### src/rtl/memory_bank_sequencer_pkg.sv
// Shared types and default sizing for the memory bank sequencer and its read-path peers.
package mem_seq_pkg;

  typedef enum logic [1:0] {
    IDLE = 2'd0,
    RUN  = 2'd1,
    DONE = 2'd2
  } state_e;

  localparam int DEFAULT_ADDR_W    = 11;
  localparam int DEFAULT_NUM_BANKS = 4;

endpackage

### src/rtl/memory_bank_sequencer_if.sv
// Control/status bundle between the control FSM (master) and the bank sequencer (slave).
interface memory_bank_sequencer_if
  import mem_seq_pkg::*;
#(
  parameter int ADDR_W    = DEFAULT_ADDR_W,
  parameter int NUM_BANKS = DEFAULT_NUM_BANKS
) ();

  localparam int BANK_W = $clog2(NUM_BANKS);

  logic                 CE;
  logic                 start;
  logic                 stop;
  logic                 continuous;
  logic [ADDR_W-1:0]    last_addr;
  logic [ADDR_W-1:0]    addr;
  logic [BANK_W-1:0]    bank_idx;
  logic [NUM_BANKS-1:0] bank_sel;
  logic                 mem_we;
  logic                 busy;
  logic                 done;
  logic                 wrap;

  modport master (
    output CE, start, stop, continuous, last_addr,
    input  addr, bank_idx, bank_sel, mem_we, busy, done, wrap
  );

  modport slave (
    input  CE, start, stop, continuous, last_addr,
    output addr, bank_idx, bank_sel, mem_we, busy, done, wrap
  );

endinterface

### src/rtl/memory_bank_sequencer_bank_decoder.sv
// Bank index to one-hot select decoder, gated by an enable; shared by write and read paths.
module bank_decoder #(
  parameter int NUM_BANKS = 4
) (
  input  logic [$clog2(NUM_BANKS)-1:0] idx,
  input  logic                         en,
  output logic [NUM_BANKS-1:0]         onehot
);

  localparam int BANK_W = $clog2(NUM_BANKS);

  always_comb begin
    onehot = '0;
    for (int i = 0; i < NUM_BANKS; i++) begin
      onehot[i] = en && (idx == BANK_W'(i));
    end
  end

endmodule

### src/rtl/memory_bank_sequencer.sv
// Address/bank sequencer: walks 0..last_addr in each of NUM_BANKS banks, single-pass or wrapping.
module memory_bank_sequencer
  import mem_seq_pkg::*;
#(
  parameter int ADDR_W    = DEFAULT_ADDR_W,
  parameter int NUM_BANKS = DEFAULT_NUM_BANKS
) (
  input logic                    CLK,
  input logic                    RESET,
  memory_bank_sequencer_if.slave bus
);

  localparam int                BANK_W    = $clog2(NUM_BANKS);
  localparam logic [BANK_W-1:0] LAST_BANK = BANK_W'(NUM_BANKS - 1);

  state_e              state_q, state_d;
  logic [ADDR_W-1:0]   addr_q,  addr_d;
  logic [BANK_W-1:0]   bank_q,  bank_d;
  logic [ADDR_W-1:0]   last_q,  last_d;
  logic                cont_q,  cont_d;
  logic                wrap_q,  wrap_d;
  logic                run;

  // NOTE: every _d gets its hold value first, so no path through the case can infer a latch.
  always_comb begin
    state_d = state_q;
    addr_d  = addr_q;
    bank_d  = bank_q;
    last_d  = last_q;
    cont_d  = cont_q;
    wrap_d  = wrap_q;

    if (bus.CE) begin
      wrap_d = 1'b0;
      unique case (state_q)
        IDLE: begin
          if (bus.start && !bus.stop) begin
            state_d = RUN;
            last_d  = bus.last_addr;
            cont_d  = bus.continuous;
            addr_d  = '0;
            bank_d  = '0;
          end
        end
        RUN: begin
          if (bus.stop) begin
            state_d = IDLE;
            addr_d  = '0;
            bank_d  = '0;
          end else if (addr_q < last_q) begin
            addr_d = addr_q + ADDR_W'(1);
          end else if (bank_q != LAST_BANK) begin
            addr_d = '0;
            bank_d = bank_q + BANK_W'(1);
          end else if (cont_q) begin
            // Last address of last bank in continuous mode: restart and flag the wrap.
            addr_d = '0;
            bank_d = '0;
            wrap_d = 1'b1;
          end else begin
            state_d = DONE;
          end
        end
        DONE: begin
          state_d = IDLE;
          addr_d  = '0;
          bank_d  = '0;
        end
        default: begin
          state_d = IDLE;
          addr_d  = '0;
          bank_d  = '0;
        end
      endcase
    end
  end

  // NOTE: sequential state uses non-blocking assignments so all flops update from pre-edge values.
  always_ff @(posedge CLK or negedge RESET) begin
    if (!RESET) begin
      state_q <= IDLE;
      addr_q  <= '0;
      bank_q  <= '0;
      last_q  <= '0;
      cont_q  <= 1'b0;
      wrap_q  <= 1'b0;
    end else begin
      state_q <= state_d;
      addr_q  <= addr_d;
      bank_q  <= bank_d;
      last_q  <= last_d;
      cont_q  <= cont_d;
      wrap_q  <= wrap_d;
    end
  end

  assign run          = (state_q == RUN);
  assign bus.addr     = addr_q;
  assign bus.bank_idx = bank_q;
  assign bus.wrap     = wrap_q;
  assign bus.busy     = run;
  assign bus.done     = (state_q == DONE);
  assign bus.mem_we   = run && bus.CE;

  bank_decoder #(
    .NUM_BANKS (NUM_BANKS)
  ) u_bank_decoder (
    .idx    (bank_q),
    .en     (run),
    .onehot (bus.bank_sel)
  );

endmodule

### src/flat_wrapper.sv
// flat-port wrapper written by rule: the top's interface ports become plain ports
module memory_bank_sequencer_flat import mem_seq_pkg::*;
#(
  parameter int ADDR_W    = DEFAULT_ADDR_W,
  parameter int NUM_BANKS = DEFAULT_NUM_BANKS
)
  (CLK, RESET, bus_CE, bus_start, bus_stop, bus_continuous, bus_last_addr, bus_addr, bus_bank_idx, bus_bank_sel, bus_mem_we, bus_busy, bus_done, bus_wrap);
  memory_bank_sequencer_if #(.ADDR_W(ADDR_W), .NUM_BANKS(NUM_BANKS)) bus_i ();
  input logic CLK;
  input logic RESET;
  input wire logic [$bits(bus_i.CE)-1:0] bus_CE;
  input wire logic [$bits(bus_i.start)-1:0] bus_start;
  input wire logic [$bits(bus_i.stop)-1:0] bus_stop;
  input wire logic [$bits(bus_i.continuous)-1:0] bus_continuous;
  input wire logic [$bits(bus_i.last_addr)-1:0] bus_last_addr;
  output wire logic [$bits(bus_i.addr)-1:0] bus_addr;
  output wire logic [$bits(bus_i.bank_idx)-1:0] bus_bank_idx;
  output wire logic [$bits(bus_i.bank_sel)-1:0] bus_bank_sel;
  output wire logic [$bits(bus_i.mem_we)-1:0] bus_mem_we;
  output wire logic [$bits(bus_i.busy)-1:0] bus_busy;
  output wire logic [$bits(bus_i.done)-1:0] bus_done;
  output wire logic [$bits(bus_i.wrap)-1:0] bus_wrap;
  assign bus_i.CE = bus_CE;
  assign bus_i.start = bus_start;
  assign bus_i.stop = bus_stop;
  assign bus_i.continuous = bus_continuous;
  assign bus_i.last_addr = bus_last_addr;
  assign bus_addr = bus_i.addr;
  assign bus_bank_idx = bus_i.bank_idx;
  assign bus_bank_sel = bus_i.bank_sel;
  assign bus_mem_we = bus_i.mem_we;
  assign bus_busy = bus_i.busy;
  assign bus_done = bus_i.done;
  assign bus_wrap = bus_i.wrap;
  memory_bank_sequencer #(.ADDR_W(ADDR_W), .NUM_BANKS(NUM_BANKS)) u_core (.CLK(CLK), .RESET(RESET), .bus(bus_i));
endmodule
### config.mk
export PLATFORM = sky130hd
export DESIGN_NAME = memory_bank_sequencer_flat
export DESIGN_NICKNAME = d
export VERILOG_FILES = /design/src/rtl/memory_bank_sequencer_pkg.sv /design/src/rtl/memory_bank_sequencer_if.sv /design/src/rtl/memory_bank_sequencer_bank_decoder.sv /design/src/rtl/memory_bank_sequencer.sv /design/src/flat_wrapper.sv
export SDC_FILE = /design/constraint.sdc
export NUM_CORES = 1
export LEC_CHECK = 0
export CAP_MARGIN = 25
export CORE_MARGIN = 5
export CORE_UTILIZATION = 44
export DETAILED_ROUTE_END_ITERATION = 10
export PLACE_DENSITY = 0.74
export SYNTH_ARGS = -nofsm -noshare
export SYNTH_HDL_FRONTEND = slang
export SYNTH_SLANG_ARGS = --single-unit
### constraint.sdc
create_clock -name CLK -period 2.1 [get_ports CLK]
set_clock_uncertainty 0.2 [all_clocks]
set_input_delay 0.42 -clock CLK [delete_from_list [all_inputs] [get_ports CLK]]
set_output_delay 0.42 -clock CLK [all_outputs]
set_load 0.1 [all_outputs]
Word-level counts from Yosys, hierarchy flattened

Cells that the tools add are included.

Bits of input ports: 17
Register bits: 28
Word-level logic and storage cells: 57
Output and inout port bits: 21

Multiplexer cells: 23
$add $sub $neg: 2
Eq/ne operators: 12
Reduce and logical (&&, ||, !) cells: 13
$lt $le $gt $ge: 1

Operator list:

| operator                                              | number |
|---|---|
| two-way mux 11 bit                                    | 5 |
| one-hot mux 11 bit (2 select lines)                   | 1 |
| two-way mux 2 bit                                     | 10 |
| adder 11 x 1 -> 11 bit, second input constant         | 1 |
| < comparator 11 bit                                   | 1 |
| inequality test 3 bit, second input constant          | 3 |
| one-hot mux 2 bit (2 select lines)                    | 2 |
| == test 2 bit, second input constant                  | 3 |
| logical AND 1 bit                                     | 6 |
| AND reduction 3 bit                                   | 2 |
| two-way mux 1 bit                                     | 5 |
| inequality test 5 x 4 -> 1 bit, second input constant | 1 |
| AND reduction 5 bit                                   | 1 |
| == test 2 x 1 -> 1 bit, second input constant         | 2 |
| zero test 2 bit                                       | 2 |
| inequality test 4 x 3 -> 1 bit, second input constant | 1 |
| AND reduction 4 bit                                   | 1 |
| adder 2 x 1 -> 2 bit, second input constant           | 1 |
| inequality test 2 x 1 -> 1 bit, second input constant | 1 |
| inequality test 2 bit, second input constant          | 1 |
| zero test 1 bit                                       | 1 |

Depth between registers and ports, before layout

Gate-level depths: netlist of run 1.

Word-level depth: 5
Mapped depth: 9
Depth with buffers taken out: 7

Modules after synthesis

Synthesis of run 1 repeated with hierarchy kept, for this count alone.

Cells, all modules: 168
Area, all modules: 1686.6 um2

By module, submodules not included:

| module                | times used | area each (um2) | cells each | sequential area each (um2) |
|---|---|---|---|---|
| memory_bank_sequencer | 1          | 1649.1          | 164        | 700.7 |
| bank_decoder          | 1          | 37.5            | 4          | 0.0 |

Least setup slack after synthesis of run 1

No wires, ideal clock.

Path type: reg2out
Start: register u_core.state_q[0]
End: output bus_mem_we
Path buffers: 0
Slack: -1013 ps
Arrival: 2493 ps
Data required time: 1480 ps
Stages on the path, launching flop included: 3
Cell sequence: dfrtp_1 -> inv_1 -> nor3_1

Cells in the longest elaborated chain, start to end: 2

Ends and longest elaborated chain:

| what                   | RTL line                     | RTL |
|---|---|---|
| start, declared        | memory_bank_sequencer.sv:16  | `state_e state_q, state_d;` |
| start signal, assigned | memory_bank_sequencer.sv:88  | `state_q <= state_d;` |
| == test 2 x 1 -> 1 bit | memory_bank_sequencer.sv:97  | `assign run = (state_q == RUN);` |
| logical AND 1 bit      | memory_bank_sequencer.sv:103 | `assign bus.mem_we = run && bus.CE;` |
| end, declared          | flat_wrapper.sv:19           | `output wire logic [$bits(bus_i.mem_we)-1:0] bus_mem_we;` |

No other way between the ends.

Worst setup path in the final report of run 1

Start: register u_core.addr_q[6], in the netlist u_core.bus.addr[6]
End: register u_core.addr_q[6], in the netlist u_core.bus.addr[6]

Cells in the longest elaborated chain, start to end: 4

Ends and longest elaborated chain:

| what                                                          | RTL line                                                 | RTL |
|---|---|---|
| start, declared                                               | memory_bank_sequencer.sv:17                              | `logic [ADDR_W-1:0] addr_q, addr_d;` |
| start signal, assigned                                        | memory_bank_sequencer.sv:89                              | `addr_q <= addr_d;` |
| adder 11 x 1 -> 11 bit or < comparator 11 bit (tied branches) | memory_bank_sequencer.sv:51, memory_bank_sequencer.sv:50 |  |
| two-way mux 11 bit                                            | memory_bank_sequencer.sv:50                              | `end else if (addr_q < last_q) begin` |
| two-way mux 11 bit                                            | memory_bank_sequencer.sv:46                              | `if (bus.stop) begin` |
| one-hot mux 11 bit (2 select lines)                           | memory_bank_sequencer.sv:35                              | `unique case (state_q)` |

Several ways; a longest one is shown, not always the timed one.
A chain may end at the register's enable or synchronous reset.

==> results of run 1 <==
final cells by class:
class                   instances  area share
well taps                      52     0.01967
clock inverters                 1    0.009081
inverters                      25     0.02838
multi-input cells             135      0.4132
clock buffers                   3     0.01249
flip-flops and latches         28      0.2240
repair buffers                 81      0.2932
worst min path at each step:
stage / from / endpoint / slack [ps] / depth (start not counted)
after floorplan: RESET / u_core.bus.addr[0] / -80 / 0
after global placement: u_core.last_q[0] / u_core.last_q[0] / 290 / 1
after detailed placement: u_core.last_q[8] / u_core.last_q[8] / 290 / 1
after CTS: u_core.last_q[8] / u_core.last_q[8] / 320 / 1
after global routing: RESET / u_core.bus.addr[8] / 340 / 2
final: RESET / u_core.last_q[2] / 310 / 2
layer usage:
metal / share of wire / up-vias / GRT usage / routed length, µm
met5: 0 / - / 0 / 0
met4: 0.018 / 0 / 0.06294 / 100
met3: 0.056 / 10 / 0.03664 / 319
met2: 0.55 / 57 / 0.3596 / 3108
met1: 0.38 / 883 / 0.2175 / 2145
li1: - / 858 / - / -
power breakdown:
group	internal [µW]	switching, µW
clock network	256	175
logic	410	522
registers	633	53.4
registers in the layout (all words and copies together) (netlist names):
register,flops
u_core.bus.addr,11
u_core.last_q,11
u_core.bus.bank_idx,2
u_core.state_q,2
u_core.bus.wrap,1
u_core.cont_q,1
worst max-delay path: cells and delay by family, from the launching register on:
family                   cells  cell delay (ps)
AO/OA/AOI/OAI                4              820
flip-flops                   1              510
buffers and inverters        1              300
adder cells (fa/ha/maj)      1              230
multiplexers                 1              190
logic make-up after synthesis:
kind of cell | count (synthesis) | share of synthesized area
AND/OR/NAND/NOR | 50 | 0.1513
AO/OA/AOI/OAI | 49 | 0.1870
buffers and inverters | 32 | 0.08117
flip-flops | 28 | 0.3636
multiplexers | 21 | 0.1195
adder cells (fa/ha/maj) | 15 | 0.09740
through the flow:
stage            util  power (µW)  hold WS [ps]  instances
6_report       0.7701        2050         313.0        325
5_1_grt        0.7701        2175         338.9        325
4_1_cts        0.7459        2020         317.9        319
3_5_place_dp   0.6903        1528         294.3        309
3_3_place_gp   0.6903        1488         285.7        309
2_1_floorplan       -        1244        -75.59        195
cell usage in the layout, fill, tap and decap left out, types with 7 or more instances in the layout:
cell,synthesis,routed
a21oi_4,0,8
buf_12,0,22
buf_4,1,36
clkdlybuf4s50_1,0,15
dfrtp_1,28,16
dfrtp_4,0,10
ha_4,0,9
inv_1,25,25
mux2_2,12,12
mux2i_1,8,8
nand2_1,10,7
o211ai_1,16,16
o21ai_1,2,7
timing repair:
| action | in CTS | in global routing |
|---|---|---|
| resized for setup | 21 | 16 |
| hold endpoints to repair | 0 | 0 |
| endpoints found under the setup margin | 16 | 20 |
| gates cloned | 1 | 2 |
| pin swaps | 10 | 7 |
| setup buffers | 5 | 5 |
==> metrics.md, run 1 <==
| Metric | Value |
|---|---|
| Initial antenna violation count | 0 |
| Fraction of layout cells with a size suffix above 1 | 0.5201 |
| CP dominant cell by count | a21oi_2 |
| Top post-synthesis cells by count | 28 x dfrtp_1, 25 x inv_1, 16 x o211ai_1 |
| Failing checks | negative setup slack |
| Reg area | about 740 µm² |
| Gate Count Post-Synth | 195 |
| H-tree lvl count | 1 |
| Fillers | about 280 |
| Reg2reg setup slack | -220 ps |
| Netlist cell types | 41 |
| Rows | 24 |
| Number of max-cap violations | 0 |
| I/O pins | 38 |
| Top_reg_cell synth | dfrtp_1 |
| Worst-path fanout max | 5 |
| Buffers added on ports | 37 |
| Post-synth top area share | 0.3636 |
| Final Slew Violations | 0 |
| Crit path launch type | flip-flop |
| Die Y-Extent | 76.18 µm |
| Avg Cell Area, Syn | 9.881 µm² |
| Worst setup EP type | flip-flop |
| Setup Crit Path Kind | flip-flop to flip-flop |
| Root buffer cell | clkbuf_8 |
| Width of the die | around 76 µm |
| Synth Warn # | 0 |
| RSZ-0062 raised after global routing | true |
| Setup crit end | u_core.bus.addr[6] |
| Worst vdd ir | 639.3 µV |
| Worst slack, placed | -309.4 ps |
| Seq/Total Area, Yosys | 0.3636 |
| Global-route wire length before repair | 9.377 mm |
| Synthesized Nets | ~230 |
| Drt drc | 0 |
| CTS Hold Buffers Added | 0 |
| FF-to-FF path depth | 7 |
| Pre-Repair DR Iteration Count | 4 |
| Final min period | around 2300 ps |
| Seq cells post-synth | 28 |
| Fin. Hold Viols | 0 |
| ANT nets after route | 0 |
| Synth area leader | dfrtp_1 |
| EDFF count, synth | 0 |
| Initial Util | 0.4487 |
| CTS tree | done |
| Most frequent cell after synthesis | dfrtp_1 |
| Multi-input gate area | between 1000 and 1500 µm² |
| Nets | between 300 and 400 |
| Initial DRC count | roughly 120 |
| Gp weighted congestion | 0.8144 |
| Final setup violation count | 16 |
| Largest net degree at the start of global routing | 29 |
| CTS buffer count | 3 |
| Finished Cell Area | roughly 3300 µm² |
| Clock Sinks | 28 |
| Clock buffer depth | 2 |
| Worst slew pin tran | about 370 ps |
| WP data arrival | between 2000 and 2500 ps |
| Synth area leaders | dfrtp_1 36%, ha_1 9.7%, mux2_2 7.0% |
| Post-route worst setup slack | -217.6 ps |
| All-layer global routing usage | 0.1930 |
| Leak | 0.001325 µW |
| Die area | ~5800 µm² |
| Worst slew margin | 0.7508 |
| Fin crit share | 1.104 |
| Core area | between 4000 and 5000 µm² |
| Area growth, synth to finish | 71.62% |
| Final TNS setup | -2228 ps |
| Number of global-route vias before repair | around 2000 |
| PD cells | 619.9 nW/µm² |
| Status | finished with violations |
| R2r startpoint | u_core.bus.addr[6] |
| Detailed Route WL | roughly 5.7 mm |
| CP Launch Point | u_core.bus.addr[6] |
| Hold Path Class | input pin to asynchronous set/reset pin |
| WP data required | between 2000 and 2500 ps |
| Synth Cell Area | around 1900 µm² |
| Slowest CP cell | dfrtp_4 |
| Avg Vias per Cell | ~5.6 |
| Post-Place Cell Area | 2964 µm² |
| Fmax | approximately 0.43 GHz |
| Wire per inst | about 17 µm |
| Via count | 1808 |
| Clk_lat worst skew | 280 ps |
| Worst reg2reg endpoint | u_core.bus.addr[6] |
| ANT cells | 0 |
| Crit path cell chain | ha_4 -> a21oi_2 -> o21ai_1 -> a221o_2 -> bufbuf_16 -> a21oi_2 -> mux2i_1 |
| Aggregate global routing overflow | 0 |
| HPWL Detailed | approximately 3.8 mm |
| CTS clk-pin slew, worst paths | about 100 ps |
| Delay of the slowest cell on the worst path | 510 ps |
| Ys async rst share | 1.000 |
Power figures use the tool's default switching activity.
==> run 2: changes to the inputs <==
CTS_CLUSTER_SIZE = 40   (was not set)
PLACE_DENSITY = 0.76   (was 0.74)
SYNTH_HIERARCHICAL = 1   (was not set)
==> run 2 against run 1 <==
Utilization rose by 2.5 points. Register-to-register slack worse by 190 ps. Global-route usage rose by 1.8 points. Via count shrank 7.7%. Area after synthesis is 12% lower. Non-clock buffer count down 3. Flip-flop and latch count did not move. Wire length is 0.16% lower. The run still ends with negative setup slack left. Design area decreased by 11%. Count of clock-buffer cells in the layout up 1. Maximum frequency shrank 7.4%.
==> metrics.md, run 2 <==
| Metric | Value |
|---|---|
| ANT nets after route | 0 (unchanged) |
| Initial DRC count | 222 (was 122) |
| Fraction of layout cells with a size suffix above 1 | 0.5592 (was 0.5201) |
| Dpl cells | 279 (was 309) |
| Total power | 2158 µW (was 2050 µW) |
| PD cells | 735.9 nW/µm² (was 619.9 nW/µm²) |
| Status | finished with violations (unchanged) |
| Netlist cell types | 39 (was 41) |
| Buffers added on ports | 37 (unchanged) |
| Post-Place Cell Area | 2658 µm² (was 2964 µm²) |
| Pre-Repair DR Iteration Count | 4 (unchanged) |
| H-tree lvl count | 1 (unchanged) |
| CTS clk-pin slew, worst paths | 90 ps (was 100 ps) |
| Die area | 5172 µm² (was 5803 µm²) |
| Gp weighted congestion | 0.8942 (was 0.8144) |
| Simple-gate portion of the synthesized area | 0.1884 (was 0.1513) |
| Mux share of post-synthesis cell area | 0.08012 (was 0.1195) |
| CTS tree | done (unchanged) |
| Avg Cell Area, Syn | 10.04 µm² (was 9.881 µm²) |
| Hold Path Class | input pin to asynchronous set/reset pin (unchanged) |
| Seq cells post-synth | 28 (unchanged) |
| Nets | 275 (was 306) |
| Largest family of logic cells by synthesized area | simple AND/OR/NAND/NOR gates (was compound AO/OA/AOI/OAI gates) |
| EDFF count, synth | 0 (unchanged) |
| Width of the die | 71.92 µm (was 76.18 µm) |
| Clock Sinks | 28 (unchanged) |
| RSZ-0062 raised after global routing | true (unchanged) |
| Fmax | 0.3994 GHz (was 0.4315 GHz) |
| Synth area leaders | dfrtp_1 42%, ha_1 8.9%, mux2_2 8.0% (was dfrtp_1 36%, ha_1 9.7%, mux2_2 7.0%) |
| Clock buffer depth | 2 (unchanged) |
| Gate Count Post-Synth | 168 (was 195) |
| Largest net degree at the start of global routing | 29 (unchanged) |
| Final min period | 2504 ps (was 2318 ps) |
| Busiest grt layer | met2 (unchanged) |
| Worst slack, placed | -554.5 ps (was -309.4 ps) |
| Met1 global-route usage | 0.2557 (was 0.2175) |
| Final Non-Filler Cells | 293 (was 325) |
| Final Slew Violations | 0 (unchanged) |
| Most frequent cell after synthesis | dfrtp_1 (unchanged) |
| WP data arrival | 2480 ps (was 2320 ps) |
| Setup Crit Path Kind | flip-flop to flip-flop (unchanged) |
| Initial antenna violation count | 0 (unchanged) |
| Leak | 0.001224 µW (was 0.001325 µW) |
| Synth Warn # | 6 (was 0) |
| Detailed Route WL | 5.664 mm (was 5.673 mm) |
| CTS buffer count | 3 (unchanged) |
| Final setup violation count | 16 (unchanged) |
| Global-route wire length before repair | 8.514 mm (was 9.377 mm) |
| M3 GR Usage | 0.02493 (was 0.03664) |
| Synth Area in Compound Gates | 0.1610 (was 0.1870) |
| Root buffer cell | clkbuf_8 (unchanged) |
| Rows | 22 (was 24) |
| Grt met2 use | 0.3827 (was 0.3596) |
| Drt drc | 0 (unchanged) |
| Top_reg_cell synth | dfrtp_1 (unchanged) |
| Synth Cell Area | 1687 µm² (was 1927 µm²) |
| Top post-synthesis cells by count | 28 x dfrtp_1, 13 x a21oi_1, 13 x inv_1 (was 28 x dfrtp_1, 25 x inv_1, 16 x o211ai_1) |
| Fillers | 221 (was 278) |
| Die Y-Extent | 71.92 µm (was 76.18 µm) |
| Area growth, synth to finish | 73.89% (was 71.62%) |
| Xor/xnor share of the synthesized area | 0 (unchanged) |
| Wire per inst | 19.33 µm (was 17.46 µm) |
| Number of max-cap violations | 0 (unchanged) |
| Crit path launch type | flip-flop (unchanged) |
| All-layer global routing usage | 0.2107 (was 0.1930) |
| Worst-path fanout max | 8 (was 5) |
| Ys async rst share | 1.000 (unchanged) |
| Number of global-route vias before repair | 1732 (was 1971) |
| Initial Util | 0.4573 (was 0.4487) |
| Commonest cells after routing, fill and taps aside | 37 x buf_4, 21 x buf_12, 15 x clkdlybuf4s50_1, 15 x dfrtp_1, 13 x inv_1 (was 36 x buf_4, 25 x inv_1, 22 x buf_12, 16 x o211ai_1, 16 x dfrtp_1) |
| Post-route worst setup slack | -403.6 ps (was -217.6 ps) |
| Most common cell after layout, fill and taps aside | buf_4 (unchanged) |
| Finished Cell Area | 2933 µm² (was 3307 µm²) |
| Worst vdd ir | 577.0 µV (was 639.3 µV) |
| Synthesized Nets | 197 (was 227) |
| Post-synth top area share | 0.4154 (was 0.3636) |
| I/O pins | 38 (unchanged) |
| Worst slew margin | 0.7619 (was 0.7508) |
| Fin crit share | 1.192 (was 1.104) |
| Aggregate global routing overflow | 0 (unchanged) |
| Worst slew pin tran | 354.1 ps (was 373.8 ps) |
| Clk_lat worst skew | 290 ps (was 280 ps) |
| Failing checks | negative setup slack (unchanged) |
| Synth Area in Adders | 0.08902 (was 0.09740) |
| Worst setup EP type | flip-flop (unchanged) |
| Worst hold margin | 298.8 ps (was 313.0 ps) |
| ANT cells | 0 (unchanged) |
| Synth area leader | dfrtp_1 (unchanged) |
| Avg Vias per Cell | 5.693 (was 5.563) |
| Seq/Total Area, Yosys | 0.4154 (was 0.3636) |
| WP data required | 2070 ps (was 2110 ps) |
| HPWL Detailed | 3.686 mm (was 3.830 mm) |
| Via count | 1668 (was 1808) |
| Fin. Hold Viols | 0 (unchanged) |
| Core area | 3689 µm² (was 4294 µm²) |
==> run 2: changes by cell type after synthesis, sizes merged, moves of 3 or more <==
| cell | change |
|---|---|
| ha | -3 |
| o211ai | -17 |
| nand3 | +3 |
| or4 | +5 |
| and2 | -3 |
| o21ai | +5 |
| nand4 | -3 |
| or3 | +5 |
| mux2i | -8 |
| nor3 | -3 |
| nor2 | +3 |
| inv | -12 |
| o31ai | +7 |
==> run 2: per-layer routing <==
metal | up-vias | wire, µm
met2 | 63 | 3046
met4 | 0 | 140
met1 | 816 | 2153
met3 | 17 | 323
li1 | 772 | -
met5 | - | 0
==> run 2: timing repair <==
item                       4_1_cts  5_1_grt
pin swaps                        9        7
buffers inserted                 8        1
gates resized for setup         25       14
hold buffers                     0        0
cloned                           2        0
hold endpoints to repair         0        0
setup endpoints to repair       15       31
==> run 2: cell type report <==
| type | instances | area (µm²) | share of cell area |
|---|---|---|---|
| clock buffer | 4 | 45.04 | 0.01536 |
| inverter | 13 | 48.80 | 0.01664 |
| multi-input combinational | 122 | 1144 | 0.3899 |
| sequential | 28 | 732.0 | 0.2496 |
| tap | 48 | 60.06 | 0.02048 |
| timing repair buffer | 78 | 903.4 | 0.3080 |
==> run 2: worst max-delay path, cell delays in order, from the launching register on <==
cell      delay [ps]
dfrtp_4          510
ha_4             240
a21oi_2          170
a21boi_2         110
o31ai_4          290
buf_4            160
a21bo_4          250
o31ai_1          370
a21oi_2           90
==> run 2: cells by family after synthesis <==
kind of cell / Yosys count
AOI/OAI and AO/OA: 44
muxes: 12
adders and majority gates: 12
and+or+nand+nor: 53
DFF: 28
buffers and inverters: 19
==> run 2: per-stage QoR <==
step	utilization	TNS, ps
2_1_floorplan	-	-4487
3_3_place_gp	0.7205	-7265
3_5_place_dp	0.7205	-8794
4_1_cts	0.7771	-2642
5_1_grt	0.7951	-5607
6_report	0.7951	-4936
==> run 2: power by group <==
| part | leakage [µW] | internal [µW] | switching [µW] | total, µW |
|---|---|---|---|---|
| Combinational | 0.000863 | 479 | 609 | 1090 |
| Sequential | 0.000338 | 678 | 81.5 | 759 |
| Clock | 0.0000228 | 137 | 175 | 312 |
| Total | 0.00122 | 1290 | 865 | 2160 |
==> run 2: final timing paths <==
path | startpoint | to | slack, ps | depth (start not counted)
max | u_core/bus.addr[9] | u_core/bus.addr[6] | -400 | 8
min | RESET | u_core/last_q[10] | 300 | 2
max reg2reg | u_core/bus.addr[9] | u_core/bus.addr[6] | -400 | 8
min reg2reg | u_core/last_q[8] | u_core/last_q[8] | 310 | 1
max in group asynchronous | RESET | u_core/bus.addr[2] | 1110 | 2
min in group CLK | u_core/last_q[8] | u_core/last_q[8] | 310 | 1
